`src/rtl/risc_v_pkg.sv`:
```
//------------------------------------------------------------------------------
// Module   : risc_v_pkg
// Brief    : Shared opcodes, ALU control encoding and sequencer states.
// Revision : 1.0 - initial release
//------------------------------------------------------------------------------
`default_nettype none

package risc_v_pkg;

  localparam logic [6:0] OPC_OP_IMM = 7'b0010011;
  localparam logic [6:0] OPC_OP     = 7'b0110011;

  localparam logic [3:0] ALU_ADD  = 4'd0;
  localparam logic [3:0] ALU_SLL  = 4'd1;
  localparam logic [3:0] ALU_SLT  = 4'd2;
  localparam logic [3:0] ALU_SLTU = 4'd3;
  localparam logic [3:0] ALU_XOR  = 4'd4;
  localparam logic [3:0] ALU_SRL  = 4'd5;
  localparam logic [3:0] ALU_SRA  = 4'd6;
  localparam logic [3:0] ALU_AND  = 4'd7;
  localparam logic [3:0] ALU_OR   = 4'd8;

  localparam logic [31:0] NOP = 32'h00000013;

  typedef enum logic [2:0] {
    IDLE      = 3'd0,
    FETCH     = 3'd1,
    DECODE    = 3'd2,
    EXECUTE   = 3'd3,
    WRITEBACK = 3'd4,
    TRAP      = 3'd5
  } seq_state_t;

  // funct3 map shared by OP and OP-IMM; f7 only splits the right shifts.
  function automatic logic [3:0] funct3_to_alu(input logic [2:0] funct3, input logic f7);
    logic [3:0] op;
    case (funct3)
      3'b000:  op = ALU_ADD;
      3'b001:  op = ALU_SLL;
      3'b010:  op = ALU_SLT;
      3'b011:  op = ALU_SLTU;
      3'b100:  op = ALU_XOR;
      3'b101:  op = f7 ? ALU_SRA : ALU_SRL;
      3'b110:  op = ALU_OR;
      default: op = ALU_AND;
    endcase
    return op;
  endfunction

endpackage

`default_nettype wire

```
`src/rtl/risc_v_decode.sv`:
```
//------------------------------------------------------------------------------
// Module   : risc_v_decode
// Brief    : Combinational OP / OP-IMM decoder into ALU control signals.
// Revision : 1.0 - initial release
//------------------------------------------------------------------------------
`default_nettype none

module risc_v_decode
  import risc_v_pkg::*;
(
  input  logic [31:0] instr,
  output logic [3:0]  alu_op,
  output logic        cin,
  output logic        is_I_type,
  output logic        legal
);

  logic [6:0] w_opcode;
  logic [2:0] w_funct3;
  logic       w_f7;
  logic       w_unused;

  assign w_opcode = instr[6:0];
  assign w_funct3 = instr[14:12];
  assign w_f7     = instr[30];
  assign w_unused = ^{instr[31], instr[29:15], instr[11:7]};

  always_comb begin
    alu_op    = ALU_ADD;
    cin       = 1'b0;
    is_I_type = 1'b0;
    legal     = 1'b0;
    case (w_opcode)
      OPC_OP_IMM: begin
        legal     = 1'b1;
        is_I_type = 1'b1;
        alu_op    = funct3_to_alu(w_funct3, w_f7);
      end
      OPC_OP: begin
        legal  = 1'b1;
        alu_op = funct3_to_alu(w_funct3, w_f7);
        // SUB is ADD with carry-in set
        cin    = (w_funct3 == 3'b000) && w_f7;
      end
      default: ;
    endcase
  end

endmodule

`default_nettype wire

```
`src/rtl/risc_v_sequencer.sv`:
```
//------------------------------------------------------------------------------
// Module   : risc_v_sequencer
// Brief    : Multi-cycle FETCH/DECODE/EXECUTE/WRITEBACK sequencer with PC,
//            instruction register, registered ALU controls and sticky trap.
// Revision : 1.0 - initial release
//------------------------------------------------------------------------------
`default_nettype none

module risc_v_sequencer
  import risc_v_pkg::*;
#(
  parameter int unsigned                WORD_LENGTH = 32,
  parameter logic [WORD_LENGTH-1:0]     RESET_PC    = '0,
  parameter logic [WORD_LENGTH-1:0]     PC_STEP     = WORD_LENGTH'(4)
) (
  input  logic                   clk,
  input  logic                   reset,
  output logic                   imem_req,
  output logic [WORD_LENGTH-1:0] imem_addr,
  input  logic                   imem_ready,
  input  logic [WORD_LENGTH-1:0] imem_rdata,
  input  logic                   stall,
  output logic [WORD_LENGTH-1:0] instr,
  output logic [WORD_LENGTH-1:0] pc,
  output logic [3:0]             alu_op,
  output logic                   cin,
  output logic                   is_I_type,
  output logic                   reg_write_en,
  output logic                   retired,
  output logic                   illegal
);

  seq_state_t             r_state;
  seq_state_t             w_next_state;
  logic [WORD_LENGTH-1:0] r_pc;
  logic [WORD_LENGTH-1:0] r_instr;
  logic [3:0]             r_alu_op;
  logic                   r_cin;
  logic                   r_is_i_type;
  logic                   r_illegal;
  logic                   w_imem_req;
  logic                   w_writeback;

  logic [3:0]             w_dec_alu_op;
  logic                   w_dec_cin;
  logic                   w_dec_is_i_type;
  logic                   w_dec_legal;

  risc_v_decode u_decode (
    .instr     (r_instr[31:0]),
    .alu_op    (w_dec_alu_op),
    .cin       (w_dec_cin),
    .is_I_type (w_dec_is_i_type),
    .legal     (w_dec_legal)
  );

  always_comb begin
    w_next_state = r_state;
    w_imem_req   = 1'b0;
    w_writeback  = 1'b0;
    case (r_state)
      IDLE:      w_next_state = FETCH;
      FETCH: begin
        w_imem_req = 1'b1;
        if (imem_ready) w_next_state = DECODE;
      end
      DECODE:    w_next_state = w_dec_legal ? EXECUTE : TRAP;
      EXECUTE:   if (!stall) w_next_state = WRITEBACK;
      WRITEBACK: begin
        w_writeback  = 1'b1;
        w_next_state = FETCH;
      end
      TRAP:      w_next_state = TRAP;
      default:   w_next_state = IDLE;
    endcase
  end

  always_ff @(posedge clk or posedge reset) begin
    if (reset) begin
      r_state     <= IDLE;
      r_pc        <= RESET_PC;
      r_instr     <= WORD_LENGTH'(NOP);
      r_alu_op    <= ALU_ADD;
      r_cin       <= 1'b0;
      r_is_i_type <= 1'b0;
      r_illegal   <= 1'b0;
    end else begin
      r_state <= w_next_state;
      if (r_state == FETCH && imem_ready) begin
        r_instr <= imem_rdata;
      end
      // Decoder drives zeros for illegal opcodes, so the trap path clears controls too
      if (r_state == DECODE) begin
        r_alu_op    <= w_dec_alu_op;
        r_cin       <= w_dec_cin;
        r_is_i_type <= w_dec_is_i_type;
        if (!w_dec_legal) r_illegal <= 1'b1;
      end
      if (r_state == WRITEBACK) begin
        r_pc <= r_pc + PC_STEP;
      end
    end
  end

  assign imem_req     = w_imem_req;
  assign imem_addr    = r_pc;
  assign instr        = r_instr;
  assign pc           = r_pc;
  assign alu_op       = r_alu_op;
  assign cin          = r_cin;
  assign is_I_type    = r_is_i_type;
  assign reg_write_en = w_writeback;
  assign retired      = w_writeback;
  assign illegal      = r_illegal;

endmodule

`default_nettype wire

```
`config.mk`:
```
export PLATFORM = sky130hd
export DESIGN_NAME = risc_v_sequencer
export DESIGN_NICKNAME = d
export VERILOG_FILES = /design/src/rtl/risc_v_pkg.sv /design/src/rtl/risc_v_decode.sv /design/src/rtl/risc_v_sequencer.sv
export SDC_FILE = /design/constraint.sdc
export NUM_CORES = 1
export LEC_CHECK = 0
export ABC_AREA = 1
export CAP_MARGIN = 20
export CELL_PAD_IN_SITES_DETAIL_PLACEMENT = 0
export CELL_PAD_IN_SITES_GLOBAL_PLACEMENT = 2
export CORE_MARGIN = 3
export CORE_UTILIZATION = 28
export DETAILED_ROUTE_END_ITERATION = 8
export PLACE_DENSITY_LB_ADDON = 0.1
export RECOVER_POWER = 50
export SLEW_MARGIN = 20
export SYNTH_ARGS = -nofsm -noshare
export SYNTH_HDL_FRONTEND = slang
export SYNTH_SLANG_ARGS = --single-unit
```
`constraint.sdc`:
```
create_clock -name clk -period 3.8 [get_ports clk]
set_input_delay 0.57 -clock clk [delete_from_list [all_inputs] [get_ports clk]]
set_output_delay 0.57 -clock clk [all_outputs]
set_load 0.1 [all_outputs]
```
# Yosys cells after proc, flatten, opt, wreduce, memory -nomap -nowiden
# Cells that the tools add are included.
# totals
inputBits,36
elab_cells,44
ramBits,0
rom_bits,0
n_memories,0
out_inout_bits,106
latchBits,0
register_bits,74
# op_classes
n_reduce_logical,8
order_cmp,0
multipliers,0
div,0
muxes,12
bitwise_logic,1
n_shift,0
eq_ne,15
add_sub_neg,1
# ops
cell,n
$add A32 B3 Y32 const B,1
$pmux W4 S7,1
$eq A3 B3 Y1 const B,5
$pmux W3 S5,1
$eq A3 B2 Y1 const B,4
$mux W3,3
$eq A7 B5 Y1 const B,1
$eq A7 B6 Y1 const B,1
$eq A3 B1 Y1 const B,2
$logic_not A3 Y1,2
$mux W1,5
$mux W4,1
$ne A2 B2 Y1 const B,2
$reduce_and A2 Y1,2
$reduce_or A2 Y1,2
$logic_and A1 B1 Y1,2
$mux W2,1
$not A1 Y1,1

# Depth between registers and ports, before layout
# Gate-level depths: netlist of the first run.
# logic_depth
depth_word,5
depth_mapped,9
ltp_nobuf,9

# Cells and area by module
# Synthesis of the first run repeated with hierarchy kept, for this count alone.
# unflattened
hier_cells,478
hier_area_um2,3788.6
# modules_own_cells
module,instances,area_per_inst_um2,cells_each,seq_area_each_um2
risc_v_sequencer,1,3651.0,449,1805.5
risc_v_decode,1,137.6,29,0.0

# Worst setup path before layout of the first run
# OpenSTA, ideal clock, no wires.
# synth_timing
kind,register -> register
from,register r_pc[2] (netlist: imem_addr[2])
to,register r_pc[12] (netlist: imem_addr[12])
path_slack_ns,1.636
n_path_buf,0
synth_period_minus_slack_ns,2.164
required_time_ns,3.640
path_stages_with_launch,8
arrival_ns,2.004
setup_ns,0.160
path_cell_list,dfrtp_1 -> ha_1 -> inv_1 -> nor2_2 -> nand2_1 -> nor2_1 -> nand2_1 -> xnor2_1
# synth_via
elab_chain_cells,1
# synth_rtl
element,line_no,source
"start, declared",risc_v_sequencer.sv:35,logic [WORD_LENGTH-1:0] r_pc;
"start signal, assigned",risc_v_sequencer.sv:100,r_pc <= r_pc + PC_STEP;
$add A32 B3 Y32,risc_v_sequencer.sv:100,
# No other way between the ends.
# A chain may end at the register's enable or synchronous reset.

# Worst setup path after layout of the first run
# layout_timing
from,register r_state[0]
to,register r_instr[13] (netlist: instr[13])
# layout_via
elab_chain_cells,2
# layout_rtl
element,line_no,source
"start, declared",risc_v_sequencer.sv:33,seq_state_t r_state;
"start signal, assigned",risc_v_sequencer.sv:88,r_state <= w_next_state;
$eq A3 B1 Y1,risc_v_sequencer.sv:89,if (r_state == FETCH && imem_ready) begin
$logic_and A1 B1 Y1,risc_v_sequencer.sv:89,
"end signal, assigned",risc_v_sequencer.sv:82,r_instr <= WORD_LENGTH'(NOP);
"end signal, assigned",risc_v_sequencer.sv:90,r_instr <= imem_rdata;
"end, declared",risc_v_sequencer.sv:36,logic [WORD_LENGTH-1:0] r_instr;
# No other way between the ends.

==> qor.txt, run 1 <==
failing checks -> capacitance limit, slew limit
DRC -> 0
clk_lat worst skew -> 0.34 ns
CP most frequent cell -> nand2_1
final design utilization -> 40.56%
Starting Density -> 29.11%
most common cell after layout, fill and taps aside -> clkdlybuf4s50_1
Post-synth top flop -> dfrtp_1
CTS buffer count -> 9
Mapped Area -> 3749 um2
syn avg cell area -> 9.865 um2
drt initial violations -> 128
initial antenna violation count -> 0
Routed met1 length -> 4.419 mm
met2 wire len -> 4.215 mm
unrepaired setup endpoints after global routing -> no
Final Max Slew Viols -> 36
Max clock buf depth -> 2
setup_tns -> 0 ns
final instance area -> 5223 um2
Non-Filler Instances -> 670
largest net degree at the start of global routing -> 41
dpl cells -> 654
slowest stage delay, CP -> 0.94 ns
vias in the first global route -> 2905
post-synthesis sequential area ratio -> 48.16%
worst vdd ir -> 587.7 uV
final setup violation count -> 0
P&R area growth vs syn -> 39.32%
hold_buf cts -> 0
ANT nets after route -> 0
Post-CTS Resized -> 0
Cell variety after synth -> 33
EDFF count, synth -> 0
critical path endpoint category -> flip-flop
Final Skew -> 0.006631 ns
first-pass GRT wire length -> 15.68 mm
Synth Register Bits -> 72
delay-heaviest family, CP -> simple AND/OR/NAND/NOR gates
most frequent cells in the layout -> 133 x clkdlybuf4s50_1, 89 x nand2_1, 69 x dfrtp_1
IO Pins -> 142
via/cell ratio -> 4.319
DP Area -> 5057 um2
GP Congestion -> 0.7357
status -> finished, violations left
Hold Fails Final Rpt -> 0
CP Cell Sequence -> nand2_1, nor2_1, nand2_1, mux2_1
num rows -> 41
CP max-delay cell -> nand2_1
total track usage -> 13.90%
vias -> 2894
Worst-path clk slew -> 0.06 ns
Post-Synthesis Cells -> 380
PD cells -> 924.6 nW/um2
Synth Warn # -> 0
Overflow after GRT -> 0
Die Wd -> 121.7 um
period utilization -> 70.02%
number of clock sinks -> 72
Max Cap Viol -> 1
Fmax -> 375.8 MHz
type of the worst min-delay path -> flip-flop to flip-flop
Least-Margin Pin Slew -> 1.636 ns
P_leak -> 2.259 nW
DP HPWL -> 7.137 mm
Yosys top cell area share -> 46.06%
final-stage net count -> 530
critical path startpoint category -> flip-flop
met3 wire length -> 906 um
die area -> 14810 um2
Tmin final -> 2.661 ns
Post-synth ARST share -> 100.0%
Slew Limit Headroom -> -9.318%
CP arrival -> 2.87 ns
worst-path fanout max -> 35
clk root buf -> clkbuf_16
DRT Pass-1 Iters -> 4
layout cells sized above 1 -> 8.434%
uppermost layer routed -> met4
Routed wire per std cell -> 14.55 um
critical path required time -> 4.01 ns
critical path type -> flip-flop to flip-flop
TritonCTS clock tree -> yes
post-CTS setup buffer count -> 0
synth top area cells -> dfrtp_1 46%, nand2_1 8.6%, mux2_4 8.0%
Die Y -> 121.7 um
cell accounting for the most synthesized area -> dfrtp_1
Placeable Area -> 12880 um2
H-tree depth -> 3
WL final -> 9.747 mm
Buf+Inv Stages, Crit Path -> 0
ant diodes -> 0
IO Port Bufs -> 137
stage by stage:
stage / hold slack (ns) / worst slack, ns / power (mW)
after CTS: 0.4763 / 1.160 / 4.983
after detailed placement: 0.4582 / 1.536 / 4.005
after global routing: 0.4954 / 0.8882 / 5.048
after floorplan: 0.5038 / 1.410 / 3.431
after global placement: 0.4514 / 1.555 / 4.002
final: 0.4750 / 1.139 / 4.829
metal layers:
| metal | vias to the layer above | global-route usage, % |
|---|---|---|
| met5 | - | 0 |
| met4 | 0 | 6.513 |
| met3 | 14 | 5.757 |
| met2 | 113 | 20.38 |
| met1 | 1357 | 17.81 |
| li1 | 1410 | - |
synthesized netlist by cell type, types with 5 or more instances:
cell,instances
nand2_1,86
dfrtp_1,69
buf_4,35
nor2_1,30
inv_1,28
mux2_4,20
o21ai_0,13
nand3_1,12
nand4_1,10
xor2_1,10
nor2_2,7
xnor2_1,6
mux2_2,5
nand3b_1,5
nor2_4,5
worst min-delay path: cells and delay by family, from the launching register on:
family / cells / cell delay, ns
buffers and inverters: 1 / 0.04
flip-flops: 1 / 0.34
AND/OR/NAND/NOR: 1 / 0.06
final cells by class:
cell class	count	area, um2
timing repair buffer	138	1384
clock buffer	13	260.3
tap	172	215.2
inverter	30	112.6
clock inverter	3	65.06
fill	1286	7654
sequential	72	1805
multi-input combinational	242	1380
worst paths after layout:
kind	end	depth (start not counted)	start	slack (ns)
max	instr[13]	4	r_state[0]	1.14
min	illegal	2	illegal	0.48
max reg2reg	instr[13]	4	r_state[0]	1.14
min reg2reg	illegal	2	illegal	0.48
max in group asynchronous	instr[19]	3	reset	1.87
min in group asynchronous	instr[31]	2	reset	1.06
logic make-up after synthesis:
group / after synthesis / synth area share (%)
simple gates: 172 / 23.10
flops: 72 / 48.16
buf+inv: 69 / 11.05
mux: 29 / 10.71
compound gates: 20 / 2.804
xor+xnor: 16 / 3.738
fa+ha+maj: 1 / 0.3337
other cells: 1 / 0.1000
state kept, by name (all words and copies together) (netlist names):
register / count
imem_addr: 30
illegal: 1
is_I_type: 1
r_state: 3
cin: 1
alu_op: 4
instr: 32
where the power goes:
group	internal [mW]	switching, mW	total, mW	leakage (nW)
sequential	0.995	0.183	1.18	0.912
clock	0.610	0.317	0.927	0.160
combinational	0.661	2.06	2.72	1.19
total	2.27	2.56	4.83	2.26
Power figures use the tool's default switching activity.
==> inputs of run 2 (changes only) <==
- CORE_UTILIZATION: 28 -> 26
- clock period: 3.8 -> 2.75 ns (I/O delays scaled with it)
==> run 2 against run 1 <==
The flow now finishes without violations. Register-to-register slack worse by 0.24 ns. Count of clock-buffer cells in the layout down 3. Sequential share of layout area up 2.2 points. Global-route usage down 1.3 points. Non-clock buffer count unchanged. Clock power up 27%. Flip-flop and latch count unchanged. Worst setup slack worse by 0.45 ns. Final area down 6.0%. Critical path depth down 3. First-iteration DRC count down 28%. Largest power group unchanged.
==> qor.txt, run 2 (synthesis results as in run 1) <==
status -> completed (was finished, violations left)
GP Congestion -> 0.7090 (was 0.7357)
layout cells sized above 1 -> 24.55% (was 8.434%)
Tmin final -> 2.065 ns
CP Cell Sequence -> clkbuf_1 (was nand2_1, nor2_1, nand2_1, mux2_1)
CP arrival -> 1.65 ns (was 2.87 ns)
critical path type -> flip-flop to output pin (was flip-flop to flip-flop)
Fillers -> 1485 (was 1286)
Logic pwr share -> 55.4% (was 56.4%)
PD cells -> 1293 nW/um2 (was 924.6 nW/um2)
final design utilization -> 35.09% (was 40.56%)
final-stage net count -> 530 (unchanged)
Slew Limit Headroom -> 20.76% (was -9.318%)
Starting Density -> 26.80% (was 29.11%)
Die Y -> 126.1 um (was 121.7 um)
period utilization -> 75.11%
Max Cap Viol -> 0 (was 1)
Sw Pwr -> 3.584 mW (was 2.563 mW)
Post-CTS Resized -> 0 (unchanged)
Worst-path clk slew -> 0.06 ns (about the same)
critical path required time -> 2.34 ns (was 4.01 ns)
setup_tns -> 0 ns (unchanged)
DP HPWL -> 7.265 mm (was 7.137 mm)
Buf+Inv Stages, Crit Path -> 1 (was 0)
total track usage -> 12.58% (was 13.90%)
P&R area growth vs syn -> 30.94% (was 39.32%)
P_leak -> 2.345 nW (was 2.259 nW)
final setup violation count -> 0 (unchanged)
Least-Margin Pin Slew -> 1.194 ns (was 1.636 ns)
ant diodes -> 0 (unchanged)
Routed wire per std cell -> 14.22 um (was 14.55 um)
vias -> 2826 (was 2894)
Final Skew -> 0.005434 ns (was 0.006631 ns)
Clk network pwr share -> 18.6% (was 19.2%)
DRC -> 0 (unchanged)
clk root buf -> clkbuf_16 (unchanged)
ANT nets after route -> 0 (unchanged)
first-pass GRT wire length -> 15.64 mm (was 15.68 mm)
drt initial violations -> 92 (was 128)
die area -> 15890 um2 (was 14810 um2)
Seq pwr share -> 26.0% (was 24.4%)
switching part of the total power -> 56.46% (was 53.07%)
number of clock sinks -> 72 (unchanged)
dpl cells -> 662 (was 654)
critical path endpoint category -> output pin (was flip-flop)
worst vdd ir -> 1055 uV (was 587.7 uV)
Max clock buf depth -> 2 (unchanged)
DRT Pass-1 Iters -> 4 (unchanged)
Pint -> 2.764 mW (was 2.266 mW)
largest net degree at the start of global routing -> 56 (was 41)
TritonCTS clock tree -> yes (unchanged)
H-tree depth -> 3 (unchanged)
num rows -> 43 (was 41)
critical path startpoint category -> flip-flop (unchanged)
vias in the first global route -> 2888 (was 2905)
Non-Filler Instances -> 677 (was 670)
Final Max Slew Viols -> 0 (was 36)
CP max-delay cell -> clkbuf_1 (was nand2_1)
initial antenna violation count -> 0 (unchanged)
clk_lat worst skew -> 0.34 ns (about the same)
IO Pins -> 142 (unchanged)
Hold Fails Final Rpt -> 0 (unchanged)
Overflow after GRT -> 0 (unchanged)
total power -> 6.348 mW (was 4.829 mW)
type of the worst min-delay path -> flip-flop to flip-flop (unchanged)
worst-path fanout max -> 5 (was 35)
WL final -> 9.624 mm (was 9.747 mm)
hold_buf cts -> 0 (unchanged)
most common cell after layout, fill and taps aside -> nand2_1 (was clkdlybuf4s50_1)
max reg flops -> 32 (unchanged)
CTS buffer count -> 9 (unchanged)
Placeable Area -> 13990 um2 (was 12880 um2)
post-CTS setup buffer count -> 0 (unchanged)
unrepaired setup endpoints after global routing -> no (unchanged)
Fmax -> 484.2 MHz
most frequent cells in the layout -> 87 x nand2_1, 69 x dfrtp_1, 62 x buf_4 (was 133 x clkdlybuf4s50_1, 89 x nand2_1, 69 x dfrtp_1)
Die Wd -> 126.1 um (was 121.7 um)
slowest stage delay, CP -> 0.90 ns (was 0.94 ns)
IO Port Bufs -> 137 (unchanged)
delay-heaviest family, CP -> buffers and inverters (was simple AND/OR/NAND/NOR gates)
via/cell ratio -> 4.174 (was 4.319)
[run 2: changes by cell type in the layout (fill, tap and decap cells not counted), sizes merged]
cell / previous run / this run
bufinv: 2 / 1
clkdlybuf4s50: 133 / 34
inv: 28 / 30
clkbuf: 13 / 51
clkinv: 3 / 4
buf: 4 / 62
[run 2: cell type report]
class	count	area, um2	area share, %
flip-flops and latches	72	1805	36.78
multi-input cells	242	1495	30.46
repair buffers	138	973.4	19.83
clock buffers	10	239.0	4.869
well taps	180	225.2	4.588
inverters	30	112.6	2.294
clock inverters	5	57.56	1.173
[run 2: power groups by stage]
| stage | logic, mW | clock network, mW | registers (mW) |
|---|---|---|---|
| 3_3_place_gp | 3.75 | 0 | 1.68 |
| 2_1_floorplan | 1.12 | 0 | 3.62 |
| 5_1_grt | 3.66 | 1.27 | 1.71 |
| 4_1_cts | 3.76 | 1.23 | 1.67 |
| 6_report | 3.52 | 1.18 | 1.65 |
| 3_5_place_dp | 3.76 | 0 | 1.67 |
[run 2: metrics by stage]
step / hold slack (ns) / cell area, um2 / setup WS (ns)
floorplan: 0.5038 / 3760 / 0.5175
global placement: 0.4537 / 4820 / 0.8746
detailed placement: 0.4646 / 4820 / 0.8532
CTS: 0.3866 / 5116 / 0.7100
global route: 0.5175 / 4908 / 0.4841
finish: 0.4743 / 4908 / 0.6846
[run 2: final timing paths]
kind	start	cells past startpoint	end	slack [ns]
worst max-delay path	imem_addr[29]	1	imem_addr[29]	0.68
max in group asynchronous	reset	3	imem_addr[8]	0.82
min in group asynchronous	reset	2	instr[25]	0.62
worst max register to register	r_state[0]	4	instr[29]	0.90
worst min register to register	illegal	2	illegal	0.47
worst min-delay path	illegal	2	illegal	0.47
[run 2: worst min-delay path: stages, from the launching register on]
cell and delay (ns):
dfrtp_1 0.35, inv_1 0.04, nand2_1 0.05
[run 2: metal layers]
metal | routed length [um] | part of all wire, % | up-vias | GRT usage, %
met5 | 0 | 0 | - | 0
met4 | 147 | 1.5 | 0 | 4.353
met3 | 1006 | 10 | 9 | 6.319
met2 | 4362 | 45 | 96 | 18.87
met1 | 4108 | 43 | 1314 | 15.71
li1 | - | - | 1407 | -
==> inputs of run 3 (changes only) <==
- clock period: 2.75 -> 2.07 ns (I/O delays scaled with it)
==> run 3 against run 2 <==
Final area increased by 4.2%. Utilization rose by 1.5 points. Count of clock-buffer cells in the layout is 2 higher. Sequential share of layout area down 1.4 points. Critical path depth up 2. First-iteration DRC count up 41%. Largest cell class unchanged.
==> qor.txt, run 3 (synthesis results as in run 1) <==
r2r setup slk -> 0.23 ns (was 0.90 ns)
number of clock sinks -> 72 (unchanged)
P_leak -> 2.509 nW (was 2.345 nW)
slowest stage delay, CP -> 0.47 ns (was 0.90 ns)
CP max-delay cell -> dfrtp_1 (was clkbuf_1)
Post-CTS Resized -> 0 (unchanged)
Max clock buf depth -> 2 (unchanged)
worst slack, placed -> 0.3722 ns (was 0.8532 ns)
Global Route met2 Usage -> 18.44% (was 18.87%)
Die Y -> 126.1 um (unchanged)
CTS buffer count -> 9 (unchanged)
max reg flops -> 32 (unchanged)
drt initial violations -> 130 (was 92)
IO Port Bufs -> 137 (unchanged)
vias -> 2905 (was 2826)
setup_tns -> 0 ns (unchanged)
WL final -> 9.826 mm (was 9.624 mm)
post-route setup slack -> 0.2257 ns (was 0.6846 ns)
DRC -> 0 (unchanged)
first-pass GRT wire length -> 15.95 mm (was 15.64 mm)
Critical R2R Launch -> r_state[0] (unchanged)
period utilization -> 89.10%
Worst R2R End -> instr[19] (was instr[29])
Placeable Area -> 13990 um2 (unchanged)
met3 Track Usage GR -> 5.216% (was 6.319%)
DRT Pass-1 Iters -> 4 (unchanged)
Die Wd -> 126.1 um (unchanged)
most common cell after layout, fill and taps aside -> nand2_1 (unchanged)
clk_lat worst skew -> 0.34 ns (about the same)
die area -> 15890 um2 (unchanged)
status -> completed (unchanged)
DP Area -> 4966 um2 (was 4820 um2)
critical path required time -> 1.76 ns (was 2.34 ns)
Final Max Slew Viols -> 0 (unchanged)
worst vdd ir -> 1132 uV (was 1055 uV)
PD cells -> 1703 nW/um2 (was 1293 nW/um2)
CP arrival -> 1.53 ns (was 1.65 ns)
CP Cell Sequence -> nand2_1, nor2_1, buf_12 (was clkbuf_1)
unrepaired setup endpoints after global routing -> no (unchanged)
Logic pwr share -> 56.0% (was 55.4%)
Least-Margin Pin Slew -> 0.6814 ns (was 1.194 ns)
IO Pins -> 142 (unchanged)
Reg2Reg Depth -> 5 (was 4)
initial antenna violation count -> 0 (unchanged)
busiest grt layer -> met2 (unchanged)
most frequent cells in the layout -> 88 x nand2_1, 67 x dfrtp_1, 58 x buf_4 (was 87 x nand2_1, 69 x dfrtp_1, 62 x buf_4)
Sw Pwr -> 4.794 mW (was 3.584 mW)
layout cells sized above 1 -> 34.06% (was 24.55%)
total track usage -> 12.75% (was 12.58%)
crit path from -> r_state[0] (was imem_addr[29])
Slew Limit Headroom -> 54.57% (was 20.76%)
Routed wire per std cell -> 14.34 um (was 14.22 um)
Seq pwr share -> 25.0% (was 26.0%)
clk root buf -> clkbuf_16 (unchanged)
Fmax -> 542.2 MHz
ant diodes -> 0 (unchanged)
switching part of the total power -> 55.03% (was 56.46%)
vias in the first global route -> 2980 (was 2888)
DP HPWL -> 7.578 mm (was 7.265 mm)
final instance area -> 5116 um2 (was 4908 um2)
Worst-path clk slew -> 0.06 ns (about the same)
final setup violation count -> 0 (unchanged)
Pint -> 3.918 mW (was 2.764 mW)
largest net degree at the start of global routing -> 25 (was 56)
worst-path fanout max -> 4 (was 5)
num rows -> 43 (unchanged)
post-CTS setup buffer count -> 0 (unchanged)
critical path type -> flip-flop to output pin (unchanged)
Tmin final -> 1.844 ns
Final Skew -> 0.005107 ns (was 0.005434 ns)
P&R area growth vs syn -> 36.48% (was 30.94%)
Clk network pwr share -> 19.0% (was 18.6%)
GP Congestion -> 0.7212 (was 0.7090)
crit path capture -> imem_req (was imem_addr[29])
final-stage net count -> 537 (was 530)
via/cell ratio -> 4.241 (was 4.174)
GR Layer Usage met1 -> 16.70% (was 15.71%)
final design utilization -> 36.57% (was 35.09%)
H-tree depth -> 3 (unchanged)
critical path startpoint category -> flip-flop (unchanged)
TritonCTS clock tree -> yes (unchanged)
type of the worst min-delay path -> primary input to asynchronous set/reset pin (was flip-flop to flip-flop)
critical path endpoint category -> output pin (unchanged)
Starting Density -> 26.80% (unchanged)
Max Cap Viol -> 0 (unchanged)
Hold Fails Final Rpt -> 0 (unchanged)
hold_buf cts -> 0 (unchanged)
ANT nets after route -> 0 (unchanged)
Overflow after GRT -> 0 (unchanged)
[run 3: cell types whose count changed in the layout (fill, tap and decap cells not counted), sizes merged]
cell	change
clkinv	-1
buf	+2
inv	-2
clkinvlp	+1
clkbuf	+7
bufinv	+1
[run 3: area by class of cell]
cell class / count / area (um2)
clock buffers: 12 / 236.5
fillers: 1484 / 8872
multi-input cells: 242 / 1528
inverters: 30 / 113.9
well taps: 180 / 225.2
clock inverters: 4 / 70.07
repair buffers: 145 / 1135
flip-flops and latches: 72 / 1808
[run 3: worst min-delay path by stage]
stage                endpoint  slack [ns]
floorplan           instr[27]        0.44
global placement      illegal        0.48
finish              instr[25]        0.47
global route        instr[25]        0.51
CTS                 instr[25]        0.30
detailed placement  instr[28]        0.49
[run 3: routing by layer]
| layer | vias to the layer above | part of all wire [%] |
|---|---|---|
| met5 | - | 0 |
| met4 | 0 | 2.0 |
| met3 | 15 | 9.6 |
| met2 | 103 | 44 |
| met1 | 1358 | 45 |
| li1 | 1429 | - |
[run 3: critical path: cells and delay by family (launching register included)]
kind | cells | cell delay (ns)
AND/OR/NAND/NOR | 2 | 0.49
flip-flops | 1 | 0.47
buffers and inverters | 1 | 0.23
[run 3: stage by stage]
step | instances | total power [mW] | hold slack (ns)
finish | 685 | 8.711 | 0.4708
global route | 685 | 9.075 | 0.5100
CTS | 685 | 9.082 | 0.2958
detailed placement | 669 | 7.366 | 0.4852
global placement | 669 | 7.343 | 0.4764
floorplan | 383 | 6.302 | 0.4422
[run 3: power by group through the flow]
stage          logic (mW)  clock network [mW]  registers [mW]
3_3_place_gp         5.13                   0            2.21
3_5_place_dp         5.16                   0            2.20
4_1_cts              5.15                1.72            2.20
5_1_grt              5.05                1.77            2.25
6_report             4.88                1.66            2.18
2_1_floorplan        1.49                   0            4.81
